<file path="src/rtl/onewire_txn_ctrl.sv">
// 1-wire transaction sequencer: splits a host command into reset/write/read bit ops, bytes LSB first.
// Optional Dallas CRC-8 over read bits when ONEWIRE_CRC8_EN is defined; otherwise crc_ok_o is tied high.
module onewire_txn_ctrl #(
  parameter int LEN_W   = 4,
  parameter int TIMEOUT = 100000
) (
  input  logic             clk_i,
  input  logic             reset_ni,
  input  logic             cmd_valid_i,
  output logic             cmd_ready_o,
  input  logic             cmd_reset_i,
  input  logic [LEN_W-1:0] cmd_wlen_i,
  input  logic [LEN_W-1:0] cmd_rlen_i,
  input  logic             wr_valid_i,
  output logic             wr_ready_o,
  input  logic [7:0]       wr_data_i,
  output logic             rd_valid_o,
  input  logic             rd_ready_i,
  output logic [7:0]       rd_data_o,
  output logic             busy_o,
  output logic             done_o,
  output logic [1:0]       status_o,
  output logic             crc_ok_o,
  output logic             bit_req_o,
  output logic [1:0]       bit_op_o,
  output logic             bit_wdata_o,
  input  logic             bit_done_i,
  input  logic             bit_rdata_i,
  input  logic             bit_presence_i
);

  localparam int TW = $clog2(TIMEOUT + 1);

  typedef enum logic [2:0] {
    S_IDLE, S_RST, S_WLOAD, S_WBIT, S_RBIT, S_RSEND, S_FIN
  } state_t;

  state_t           state_q, state_d;
  logic             rdy_en_q;
  logic [LEN_W-1:0] wlen_q, wlen_d;
  logic [LEN_W-1:0] rlen_q, rlen_d;
  logic [7:0]       byte_q, byte_d;
  logic [2:0]       bcnt_q, bcnt_d;
  logic             pend_q, pend_d;
  logic [TW-1:0]    wdog_q, wdog_d;
  logic [1:0]       status_q, status_d;
  logic             op_done;
  logic             bit_state;

`ifdef ONEWIRE_CRC8_EN
  logic [7:0] crc_q, crc_d;
  logic       crc_ok_q, crc_ok_d;
`endif

  assign op_done   = pend_q && bit_done_i;
  assign bit_state = (state_q == S_RST) || (state_q == S_WBIT) || (state_q == S_RBIT);

  always_comb begin
    state_d     = state_q;
    wlen_d      = wlen_q;
    rlen_d      = rlen_q;
    byte_d      = byte_q;
    bcnt_d      = bcnt_q;
    pend_d      = pend_q;
    wdog_d      = wdog_q;
    status_d    = status_q;
    cmd_ready_o = 1'b0;
    wr_ready_o  = 1'b0;
    rd_valid_o  = 1'b0;
    rd_data_o   = 8'h00;
    done_o      = 1'b0;
    bit_req_o   = 1'b0;
    bit_op_o    = 2'b00;
    bit_wdata_o = 1'b0;
`ifdef ONEWIRE_CRC8_EN
    crc_d       = crc_q;
    crc_ok_d    = crc_ok_q;
`endif

    case (state_q)
      S_IDLE: begin
        cmd_ready_o = rdy_en_q;
        if (cmd_valid_i && rdy_en_q) begin
          wlen_d   = cmd_wlen_i;
          rlen_d   = cmd_rlen_i;
          status_d = 2'b00;
          bcnt_d   = 3'd0;
`ifdef ONEWIRE_CRC8_EN
          crc_d    = 8'h00;
`endif
          if (cmd_reset_i)              state_d = S_RST;
          else if (cmd_wlen_i != '0)    state_d = S_WLOAD;
          else if (cmd_rlen_i != '0)    state_d = S_RBIT;
          else                          state_d = S_FIN;
        end
      end
      S_RST: begin
        if (op_done) begin
          if (!bit_presence_i) begin
            status_d = 2'b01;
            state_d  = S_FIN;
          end else if (wlen_q != '0) state_d = S_WLOAD;
          else if (rlen_q != '0)     state_d = S_RBIT;
          else                       state_d = S_FIN;
        end
      end
      S_WLOAD: begin
        if (wr_valid_i) begin
          wr_ready_o = 1'b1;
          byte_d     = wr_data_i;
          bcnt_d     = 3'd0;
          state_d    = S_WBIT;
        end
      end
      S_WBIT: begin
        bit_op_o    = 2'b01;
        bit_wdata_o = byte_q[0];
        if (op_done) begin
          byte_d = {1'b0, byte_q[7:1]};
          bcnt_d = bcnt_q + 3'd1;
          if (bcnt_q == 3'd7) begin
            wlen_d = wlen_q - LEN_W'(1);
            if (wlen_q != LEN_W'(1)) state_d = S_WLOAD;
            else if (rlen_q != '0)   state_d = S_RBIT;
            else                     state_d = S_FIN;
          end
        end
      end
      S_RBIT: begin
        bit_op_o = 2'b10;
        if (op_done) begin
          byte_d = {bit_rdata_i, byte_q[7:1]};
          bcnt_d = bcnt_q + 3'd1;
`ifdef ONEWIRE_CRC8_EN
          crc_d  = (crc_q[0] ^ bit_rdata_i) ? ({1'b0, crc_q[7:1]} ^ 8'h8C) : {1'b0, crc_q[7:1]};
`endif
          if (bcnt_q == 3'd7) begin
            rlen_d  = rlen_q - LEN_W'(1);
            state_d = S_RSEND;
          end
        end
      end
      S_RSEND: begin
        rd_valid_o = 1'b1;
        rd_data_o  = byte_q;
        if (rd_ready_i) state_d = (rlen_q != '0) ? S_RBIT : S_FIN;
      end
      S_FIN: begin
        done_o  = 1'b1;
        pend_d  = 1'b0;
        state_d = S_IDLE;
`ifdef ONEWIRE_CRC8_EN
        crc_ok_d = (crc_q == 8'h00);
`endif
      end
      default: state_d = S_IDLE;
    endcase

    // One op in flight; wdog_q holds the number of cycles since its bit_req.
    if (bit_state) begin
      if (!pend_q) begin
        bit_req_o = 1'b1;
        pend_d    = 1'b1;
        wdog_d    = TW'(1);
      end else if (bit_done_i) begin
        pend_d = 1'b0;
      end else if (wdog_q == TW'(TIMEOUT - 1)) begin
        pend_d   = 1'b0;
        status_d = 2'b10;
        state_d  = S_FIN;
      end else begin
        wdog_d = wdog_q + TW'(1);
      end
    end
  end

  assign busy_o   = (state_q != S_IDLE) && (state_q != S_FIN);
  assign status_o = status_q;

`ifdef ONEWIRE_CRC8_EN
  assign crc_ok_o = crc_ok_q;

  always_ff @(posedge clk_i or negedge reset_ni) begin
    if (!reset_ni) begin
      crc_q    <= 8'h00;
      crc_ok_q <= 1'b0;
    end else begin
      crc_q    <= crc_d;
      crc_ok_q <= crc_ok_d;
    end
  end
`else
  assign crc_ok_o = 1'b1;
`endif

  always_ff @(posedge clk_i or negedge reset_ni) begin
    if (!reset_ni) begin
      state_q  <= S_IDLE;
      rdy_en_q <= 1'b0;
      wlen_q   <= '0;
      rlen_q   <= '0;
      byte_q   <= 8'h00;
      bcnt_q   <= 3'd0;
      pend_q   <= 1'b0;
      wdog_q   <= '0;
      status_q <= 2'b00;
    end else begin
      state_q  <= state_d;
      rdy_en_q <= 1'b1;
      wlen_q   <= wlen_d;
      rlen_q   <= rlen_d;
      byte_q   <= byte_d;
      bcnt_q   <= bcnt_d;
      pend_q   <= pend_d;
      wdog_q   <= wdog_d;
      status_q <= status_d;
    end
  end

endmodule

</file>
<file path="config.mk">
export PLATFORM = sky130hd
export DESIGN_NAME = onewire_txn_ctrl
export DESIGN_NICKNAME = d
export VERILOG_FILES = /design/src/rtl/onewire_txn_ctrl.sv
export SDC_FILE = /design/constraint.sdc
export NUM_CORES = 1
export LEC_CHECK = 0
export ABC_AREA = 1
export CELL_PAD_IN_SITES_DETAIL_PLACEMENT = 0
export CELL_PAD_IN_SITES_GLOBAL_PLACEMENT = 2
export CORE_ASPECT_RATIO = 0.6
export CORE_UTILIZATION = 32
export CTS_CLUSTER_DIAMETER = 40
export DETAILED_ROUTE_END_ITERATION = 12
export HOLD_SLACK_MARGIN = 0.06
export PLACE_DENSITY = 0.94
export SLEW_MARGIN = 0
export SYNTH_ARGS = -nofsm -noshare
export SYNTH_HDL_FRONTEND = slang
export SYNTH_SLANG_ARGS = --single-unit
</file>
<file path="constraint.sdc">
create_clock -name clk_i -period 2.8 [get_ports clk_i]
set_clock_uncertainty 0.1 [all_clocks]
set_input_delay 0.28 -clock clk_i [delete_from_list [all_inputs] [get_ports clk_i]]
set_output_delay 0.28 -clock clk_i [all_outputs]
set_load 0.005 [all_outputs]
</file>
==> reports/metrics.csv, run 1 <==
metric;value;unit
status;complete, no violations;
unrepaired setup endpoints after global routing;no;
Max VDD drop;330;uV
Final Util;0.412;
I/O Buffers;43;
Post-CTS Hold Fix Bufs;0;
Antenna Violating Nets Remaining;0;
Seq pwr share;0.337;
post-synthesis mux area share;0;
post-route DRC violation count;0;
CTS tree;yes;
Netlist cell types;34;
wire per inst;13.0;um
Ys Warns;0;
sequential area share after synthesis;0.364;
GPL Wtd Cong;0.856;
Required @ worst endpoint;2.42;ns
CTS H-tree depth;2;
Final Hold Fails;0;
Initial DRT Pass Iterations;5;
#FFs+latches synth;43;
largest net degree at the start of global routing;44;
post-synthesis instance total;433;
CTS root buf;clkbuf_16;
Inserted Clock Buffers;5;
die width;126;um
most common cell in the netlist;nand2_1;
endpoints failing setup;0;
Crit Path Max Fanout;9;
Starting Density;0.338;
Rows;26;
Clock Latency Late Sink;0.28;ns
PostCTS Resize Cnt;0;
Max Slew Vio Count;0;
maximum clock rate;417;MHz
first-pass GRT wire length;13.1;mm
post-synthesis simple-gate area fraction;0.371;
Syn Area/Cell;6.83;sq um
global route overflow;0;
Clock transition at path regs;0.06;ns
FFs w/ async S/R, synth;1.00;
Comb power frac;0.458;
global-route usage over all layers;0.171;
Setup WS post-layout;0.401;ns
Initial DRC Count;147;
Total Power;2770;uW
area leader, netlist;dfrtp_1;
Post-synth EDFFs;0;
maxcap violations;0;
n_diodes;0;
cells along the critical path;inv_2, nand2_1, nor2_1, inv_2, nor2_1, clkdlybuf4s50_1;
Critical Path End Type;output pin;
Arr. time, crit path;2.02;ns
pre-CTS WS;0.424;ns
area grow syn2layout;21.8;%
HPWL after DPL;5.87;mm
Leak;0.00171;uW
share of Yosys cell area claimed by the top area cell type;0.364;
Max-slew headroom;0.338;
Via density;4.73;
cells on worst reg2reg path;6;
Final period util;0.857;
top cell types by occurrence after synthesis;nand2_1, nor2_1, inv_1;
Die Ht;76.5;um
CP max-delay cell;clkdlybuf4s50_1;
worst slew pin tran;0.992;ns
Synth Cell Area;2960;sq um
post-synthesis compound-gate area fraction;0.129;
Post-CTS Setup Repair Bufs;0;
Nets;510;
fin crit period;2.40;ns
crit-path max cell delay;0.52;ns
worst reg2reg path startpoint;wdog_q[0];
Psw;1190;uW
Placeable Area;8750;sq um
Post-Synth XOR/XNOR Area;0.00296;
Setup CP Type;reg -> out;
Post-synth top flop;dfrtp_1;
R2R Setup Slk;0.54;ns
Synth area leaders;dfrtp_1, nand2_1, nor2_1, inv_1, nand3_1;
layout cell share with drive strength beyond 1;0.0814;
vias in the first global route;2654;
via count;2797;
Pint;1580;uW
CTS Buffer Depth;2;
Hold Path Class;in -> async;
CTS sink cnt;43;
antenna violations before repair;0;
main combinational cell family by area after synthesis;simple AND/OR/NAND/NOR gates;
post-synthesis adder-cell area fraction;0.0296;
total I/O pin count;45;
Clock power frac;0.205;
DRT Wirelength;7.70;mm
area of the die;9650;sq um
power per cell area;768;nW/um^2
reg2reg end;pend_q;
Critical Path Start Type;register;
Total Neg Setup Slack;0;ns
switching share of total power;0.431;
## per-layer routing
layer	vias up	part of all wire	GRT usage
met3	7	0.058	0.0428
met1	1235	0.58	0.266
li1	1477	-	-
met4	0	0.0084	0.0410
met5	-	0	0
met2	78	0.35	0.230
## logic make-up (layout without fill, tap and decap cells)
logic type,after synthesis,in the layout
adder cells (fa/ha/maj),7,7
XOR/XNOR,1,1
other,1,2
AO/OA/AOI/OAI,66,66
flip-flops,43,43
buffers and inverters,66,111
AND/OR/NAND/NOR,249,249
## critical path: cells and delay by family, from the launching register on
family,cells,cell delay [ns]
buffers and inverters,3,0.84
AND/OR/NAND/NOR,3,0.46
flip-flops,1,0.43
## layout make-up
type | instances | area [sq um]
clock buffer | 7 | 133
clock inverter | 1 | 5.00
fill | 910 | 5150
inverter | 57 | 219
multi-input combinational | 325 | 1580
sequential | 43 | 1080
tap | 112 | 140
timing repair buffer | 46 | 448
## power groups by stage
stage                     Clock, uW  Sequential (uW)  Combinational, uW
after floorplan                   0              897                983
after global placement            0              932               1260
after detailed placement          0              939               1270
after CTS                       586              932               1270
after global routing            620              958               1450
final                           568              932               1270
## metrics by stage
stage	hold slack (ns)	instance area, sq um	cells
2_1_floorplan	-0.116	2960	434
3_3_place_gp	0.371	3470	583
3_5_place_dp	0.387	3470	583
4_1_cts	0.109	3600	591
5_1_grt	0.149	3600	591
6_report	0.0561	3600	591
## worst max-delay path by stage
stage                         to  slack, ns        from
CTS                 rd_data_o[5]       0.18  state_q[1]
detailed placement        pend_q       0.42  bit_done_i
global placement    rd_data_o[7]       0.46  state_q[1]
floorplan                 pend_q       1.15   wdog_q[0]
global route        rd_data_o[6]       0.22  state_q[1]
finish              rd_data_o[6]       0.40  state_q[1]
## state kept, by name (all words and copies together) (netlist names)
register  cells
wdog_q       17
byte_q        8
rlen_q        4
wlen_q        4
bcnt_q        3
state_q       3
status_o      2
pend_q        1
rdy_en_q      1
## layout by cell type (no fill, tap or decap), drive strengths merged
| cell type | instances |
|---|---|
| a21oi | 7 |
| buf | 4 |
| clkbuf | 7 |
| clkdlybuf4s50 | 42 |
| clkinv | 1 |
| conb | 2 |
| dfrtp | 43 |
| ha | 7 |
| inv | 57 |
| nand2 | 132 |
| nand3 | 36 |
| nand3b | 1 |
| nand4 | 11 |
| nor2 | 60 |
| nor3 | 4 |
| nor3b | 1 |
| o21ai | 53 |
| o21bai | 5 |
| o31ai | 1 |
| or2 | 4 |
| xor2 | 1 |
No activity file was read; power rests on OpenSTA's default activity.
==> run 2, diff against run 1 <==
Settings changed: ABC_AREA 1 to 0, CORE_UTILIZATION 32 to 34, PLACE_DENSITY 0.94 to 0.93.
==> run 2 against run 1 <==
Net effect: register-to-register slack worse by 0.11 ns; maximum frequency is 9.2% lower; wire length is 6.6% lower; area after synthesis is 7.5% lower; largest cell class unchanged; worst setup slack worse by 0.24 ns; critical path type unchanged; worst hold slack better by 0.0073 ns; sequential share of layout area is 1.1 points higher; die area is 13% lower.
==> reports/metrics.csv, run 2 <==
metric;value;unit;change
final hold slack;0.0634;ns;was 0.0561 ns
R2R Setup Slk;0.43;ns;was 0.54 ns
Via density;5.42;;was 4.73
sequential area share after synthesis;0.393;;was 0.364
top cell types by occurrence after synthesis;dfrtp_1, nand2_1, nor2_1;;was nand2_1, nor2_1, inv_1
Rows;24;;was 26
worst slew pin tran;1.01;ns;was 0.992 ns
vias in the first global route;2309;;was 2654
unrepaired setup endpoints after global routing;no;;unchanged
Hold Path Class;in -> async;;unchanged
reg2reg end;wdog_q[3];;was pend_q
worst reg2reg path startpoint;state_q[2];;was wdog_q[0]
share of Yosys cell area claimed by the top area cell type;0.393;;was 0.364
Fillers;733;;was 910
Final Hold Fails;0;;unchanged
Worst Setup EP;bit_wdata_o;;was rd_data_o[6]
Syn Area/Cell;8.50;sq um;was 6.83 sq um
post-synthesis instance total;322;;was 433
Synth Cell Area;2740;sq um;was 2960 sq um
CTS sink cnt;43;;unchanged
Max-slew headroom;0.330;;was 0.338
Clock transition at path regs;0.06;ns;about the same
HPWL after DPL;5.28;mm;was 5.87 mm
n_diodes;0;;unchanged
maximum clock rate;379;MHz;was 417 MHz
total I/O pin count;45;;unchanged
via count;2554;;was 2797
area of the die;8430;sq um;was 9650 sq um
Initial DRC Count;146;;was 147
Netlist cell types;54;;was 34
CP delay by family, top;buffers and inverters;;unchanged
Die Ht;71.5;um;was 76.5 um
Initial DRT Pass Iterations;5;;unchanged
#FFs+latches synth;43;;unchanged
GPL Wtd Cong;0.796;;was 0.856
layout cell share with drive strength beyond 1;0.0817;;was 0.0814
Nets;398;;was 510
global-route usage over all layers;0.184;;was 0.171
Post-CTS Setup Repair Bufs;0;;unchanged
Antenna Violating Nets Remaining;0;;unchanged
Required @ worst endpoint;2.42;ns;about the same
crit path from;state_q[1];;unchanged
Leak;0.00149;uW;was 0.00171 uW
CTS H-tree depth;2;;unchanged
die width;118;um;was 126 um
WP depth;5;;was 6
power per cell area;949;nW/um^2;was 768 nW/um^2
most frequent cells in the layout;dfrtp_1, clkdlybuf4s50_1, nand2_1, nor2_1;;was nand2_1, nor2_1, inv_1
Ys Warns;0;;unchanged
Final period util;0.943;;was 0.857
cells along the critical path;nor2b_1, nand2_1, inv_1, and2_1, clkdlybuf4s50_1;;was inv_2, nand2_1, nor2_1, inv_2, nor2_1, clkdlybuf4s50_1
cells on worst reg2reg path;5;;was 6
Total Neg Setup Slack;0;ns;unchanged
endpoints failing setup;0;;unchanged
global route overflow;0;;unchanged
crit-path max cell delay;0.51;ns;was 0.52 ns
placed cell areas;3290;sq um;was 3470 sq um
largest net degree at the start of global routing;44;;unchanged
Post-synth top flop;dfrtp_1;;unchanged
status;complete, no violations;;unchanged
first-pass GRT wire length;12.2;mm;was 13.1 mm
Crit Path Max Fanout;12;;was 9
Largest regs;wdog_q: 17 flops, byte_q: 8 flops;;unchanged
FFs w/ async S/R, synth;1.00;;unchanged
area grow syn2layout;27.0;%;was 21.8%
Critical Path End Type;output pin;;unchanged
Arr. time, crit path;2.26;ns;was 2.02 ns
I/O Buffers;43;;unchanged
CTS root buf;clkbuf_16;;unchanged
Post-synth EDFFs;0;;unchanged
Final Util;0.461;;was 0.412
fin crit period;2.64;ns;was 2.40 ns
Critical Path Start Type;register;;unchanged
Clock Latency Late Sink;0.29;ns;was 0.28 ns
Placeable Area;7540;sq um;was 8750 sq um
CP max-delay cell;dfrtp_1;;was clkdlybuf4s50_1
wire per inst;15.3;um;was 13.0 um
CTS tree;yes;;unchanged
crit path buf inv count;2;;was 3
post-route DRC violation count;0;;unchanged
DRT Wirelength;7.19;mm;was 7.70 mm
Setup CP Type;reg -> out;;unchanged
area leader, netlist;dfrtp_1;;unchanged
antenna violations before repair;0;;unchanged
Max VDD drop;341;uV;was 330 uV
Most flops, register;wdog_q;;unchanged
CTS Buffer Depth;2;;unchanged
Inserted Clock Buffers;5;;unchanged
Synth area leaders;dfrtp_1, nand2_1, nor2_1, ha_1, and3_1;;was dfrtp_1, nand2_1, nor2_1, inv_1, nand3_1
maxcap violations;0;;unchanged
post-route cell area;3480;sq um;was 3600 sq um
most common cell in the netlist;dfrtp_1;;was nand2_1
Largest register FFs;17;;unchanged
Starting Density;0.363;;was 0.338
Max Slew Vio Count;0;;unchanged
run 2: changes by cell type in the layout (fill, tap and decap cells not counted), sizes merged, moves of 13 or more:
cell and delta:
and3 +13, nand3 -23, inv -45, nor2 -22, nand2 -94, o21ai -37
run 2: area by class of cell:
class	instances	area, sq um	area share
Clock buffer	6	129	0.0371
Clock inverter	2	60.1	0.0173
Inverter	12	45.0	0.0130
Multi-Input combinational cell	250	1530	0.439
Sequential cell	43	1080	0.310
Tap cell	104	130	0.0374
Timing Repair Buffer	54	508	0.146
run 2: how the worst min path moves through the flow:
| stage | startpoint | end | cells after the start |
|---|---|---|---|
| floorplan | reset_ni | bcnt_q[0] | 0 |
| global placement | byte_q[0] | byte_q[0] | 2 |
| detailed placement | reset_ni | wdog_q[6] | 1 |
| CTS | reset_ni | wdog_q[6] | 1 |
| global route | reset_ni | wdog_q[6] | 1 |
| finish | reset_ni | wdog_q[6] | 1 |
run 2: where the power goes:
group	internal, uW	switching, uW	total [uW]
logic	666	778	1440
clock network	512	246	758
registers	848	251	1100
run 2: per-layer routing:
metal | GRT usage | wire [um] | part of all wire
met5 | 0 | 0 | 0
met4 | 0.0427 | 65 | 0.0090
met3 | 0.0398 | 428 | 0.060
met2 | 0.244 | 2860 | 0.40
met1 | 0.295 | 3830 | 0.53
run 2: cell families after synthesis:
kind of cell | count (synthesis) | synth area share
adder cells (fa/ha/maj) | 7 | 0.0320
XOR/XNOR | 3 | 0.00960
flip-flops | 43 | 0.393
multiplexers | 6 | 0.0233
AO/OA/AOI/OAI | 71 | 0.177
buffers and inverters | 30 | 0.0503
other | 1 | 0.00137
AND/OR/NAND/NOR | 161 | 0.314
run 2: metrics by stage:
stage          total power (uW)  std cells  setup WS, ns
2_1_floorplan              2050        323         0.672
3_3_place_gp               2520        463         0.437
3_5_place_dp               2550        463         0.373
4_1_cts                    3330        471        0.0554
5_1_grt                    3590        471        0.0252
6_report                   3300        471         0.159
run 2: repair_timing:
item / CTS / global route
gates resized for setup: 0 / 1
hold buffers: 0 / 0
endpoints found under the setup margin: 0 / 1
==> run 3, diff against run 2 <==
Settings changed: CORE_UTILIZATION 34 to 30, DONT_BUFFER_PORTS from default to 1, PLACE_DENSITY 0.93 to 0.74.
==> run 3 against run 2 <==
Net effect: the run now ends with DRC left; sequential power is essentially flat; worst setup slack gained 0.12 ns; critical path depth shrank 2; flip-flop and latch count is the same; clock power shrank 12%; first-iteration DRC count grew 9.6%; sequential share of layout area grew 3.7 points; largest power group unchanged.
==> reports/metrics.csv, run 3 (same netlist as run 2, synthesis figures left out) <==
metric;value;unit;change
first-pass GRT wire length;12.0;mm;was 12.2 mm
cells on worst reg2reg path;7;;was 5
maximum clock rate;396;MHz;was 379 MHz
Final Non-Filler Cells;440;;was 471
post-route cell area;3110;sq um;was 3480 sq um
Initial DRT Pass Iterations;11;;was 5
failing checks;DRC;;
Max VDD drop;331;uV;was 341 uV
unrepaired setup endpoints after global routing;no;;unchanged
Max Slew Vio Count;0;;unchanged
pre-CTS WS;0.410;ns;was 0.373 ns
DRT Wirelength;7.25;mm;was 7.19 mm
power per cell area;987;nW/um^2;was 949 nW/um^2
commonest non-fill, non-tap cell in the layout;dfrtp_1;;
Die Ht;76.0;um;was 71.5 um
Setup CP Type;reg -> out;;unchanged
maxcap violations;0;;unchanged
die width;125;um;was 118 um
Crit Path Max Fanout;14;;was 12
CTS root buf;clkbuf_16;;unchanged
Total Neg Setup Slack;0;ns;unchanged
Setup WS post-layout;0.278;ns;was 0.159 ns
Required @ worst endpoint;2.42;ns;about the same
Final Hold Fails;0;;unchanged
global route overflow;0;;unchanged
post-route DRC violation count;1;;was 0
R2R Setup Slk;0.32;ns;was 0.43 ns
Clock Latency Late Sink;0.28;ns;was 0.29 ns
endpoints failing setup;0;;unchanged
HPWL after DPL;5.30;mm;was 5.28 mm
CTS tree;yes;;unchanged
Critical Path Start Type;register;;unchanged
Largest register FFs;17;;unchanged
layout cell share with drive strength beyond 1;0.0884;;was 0.0817
Rows;26;;was 24
total I/O pin count;45;;unchanged
Post-CTS Setup Repair Bufs;0;;unchanged
Final period util;0.901;;was 0.943
Hold Path Class;in -> reg;;was in -> async
Arr. time, crit path;2.14;ns;was 2.26 ns
largest net degree at the start of global routing;44;;unchanged
CTS sink cnt;43;;unchanged
Antenna Violating Nets Remaining;0;;unchanged
via count;2392;;was 2554
most frequent cells in the layout;dfrtp_1, nor2_1, nand2_1;;was dfrtp_1, clkdlybuf4s50_1, nand2_1, nor2_1
Largest regs;wdog_q: 17 flops, byte_q: 8 flops;;unchanged
Via density;5.44;;was 5.42
Most flops, register;wdog_q;;unchanged
hold-critical path depth;2;;
Critical Path End Type;output pin;;unchanged
Leak;0.00135;uW;was 0.00149 uW
CTS H-tree depth;2;;unchanged
vias in the first global route;2177;;was 2309
footprint of the multi-input gates;1530;sq um;about the same
n_diodes;0;;unchanged
status;finished, violations left;;was complete, no violations
I/O Buffers;0;;was 43
placed insts;426;;was 463
wire per inst;16.5;um;was 15.3 um
Starting Density;0.315;;was 0.363
area of the die;9520;sq um;was 8430 sq um
Nets;359;;was 398
Inserted Clock Buffers;5;;unchanged
Total Power;3060;uW;was 3300 uW
Max-slew headroom;0.444;;was 0.330
fin crit period;2.52;ns;was 2.64 ns
Reg area;1080;sq um;about the same
worst slew pin tran;0.826;ns;was 1.01 ns
Initial DRC Count;160;;was 146
Fillers;891;;was 733
placed cell areas;2860;sq um;was 3290 sq um
Placeable Area;8690;sq um;was 7540 sq um
antenna violations before repair;0;;unchanged
Clock transition at path regs;0.06;ns;about the same
GPL Wtd Cong;0.799;;was 0.796
area grow syn2layout;13.4;%;was 27.0%
global-route usage over all layers;0.160;;was 0.184
CTS Buffer Depth;2;;unchanged
run 3: cell type report:
type | instances | area share
multi-input cells | 250 | 0.493
flip-flops and latches | 43 | 0.346
repair buffers | 15 | 0.0467
well taps | 112 | 0.0451
clock buffers | 5 | 0.0403
inverters | 12 | 0.0145
clock inverters | 3 | 0.0141
run 3: final timing paths:
check                              start         to
setup / recovery              state_q[1]  bit_req_o
hold / removal             cmd_wlen_i[1]  wlen_q[1]
max in group asynchronous       reset_ni  wlen_q[2]
hold reg to reg                bcnt_q[0]  bcnt_q[0]
min in group asynchronous       reset_ni  wdog_q[8]
setup reg to reg              state_q[1]  byte_q[7]
run 3: stage by stage:
stage          hold slack (ns)   util
3_5_place_dp            -0.114  0.329
2_1_floorplan           -0.116      -
4_1_cts                 0.0797  0.357
3_3_place_gp            -0.114  0.329
5_1_grt                 0.0895  0.358
6_report                0.0773  0.358
run 3: worst max-delay path, cell delays in order (launching register included):
cell and delay (ns):
dfrtp_1 0.49, or3b_4 0.53, o21a_1 0.33, nor2_1 0.51
run 3: metal layers:
layer	share of wire	global-route usage	wire [um]	vias up
li1	-	-	-	1179
met5	0	0	0	-
met3	0.080	0.0583	577	8
met2	0.37	0.195	2670	61
met4	0.0081	0.0329	59	0
met1	0.54	0.256	3940	1144
run 3: timing repair:
item                                   4_1_cts  5_1_grt
hold buffers                                 6        0
gates resized for setup                      0        1
endpoints found under the hold margin       46        0
setup endpoints to repair                    0        1
run 3: power breakdown:
part           leakage [uW]  switching (uW)  internal (uW)  total, uW
registers          0.000533             247            846       1090
logic              0.000736             768            534       1300
clock network     0.0000838             248            421        669
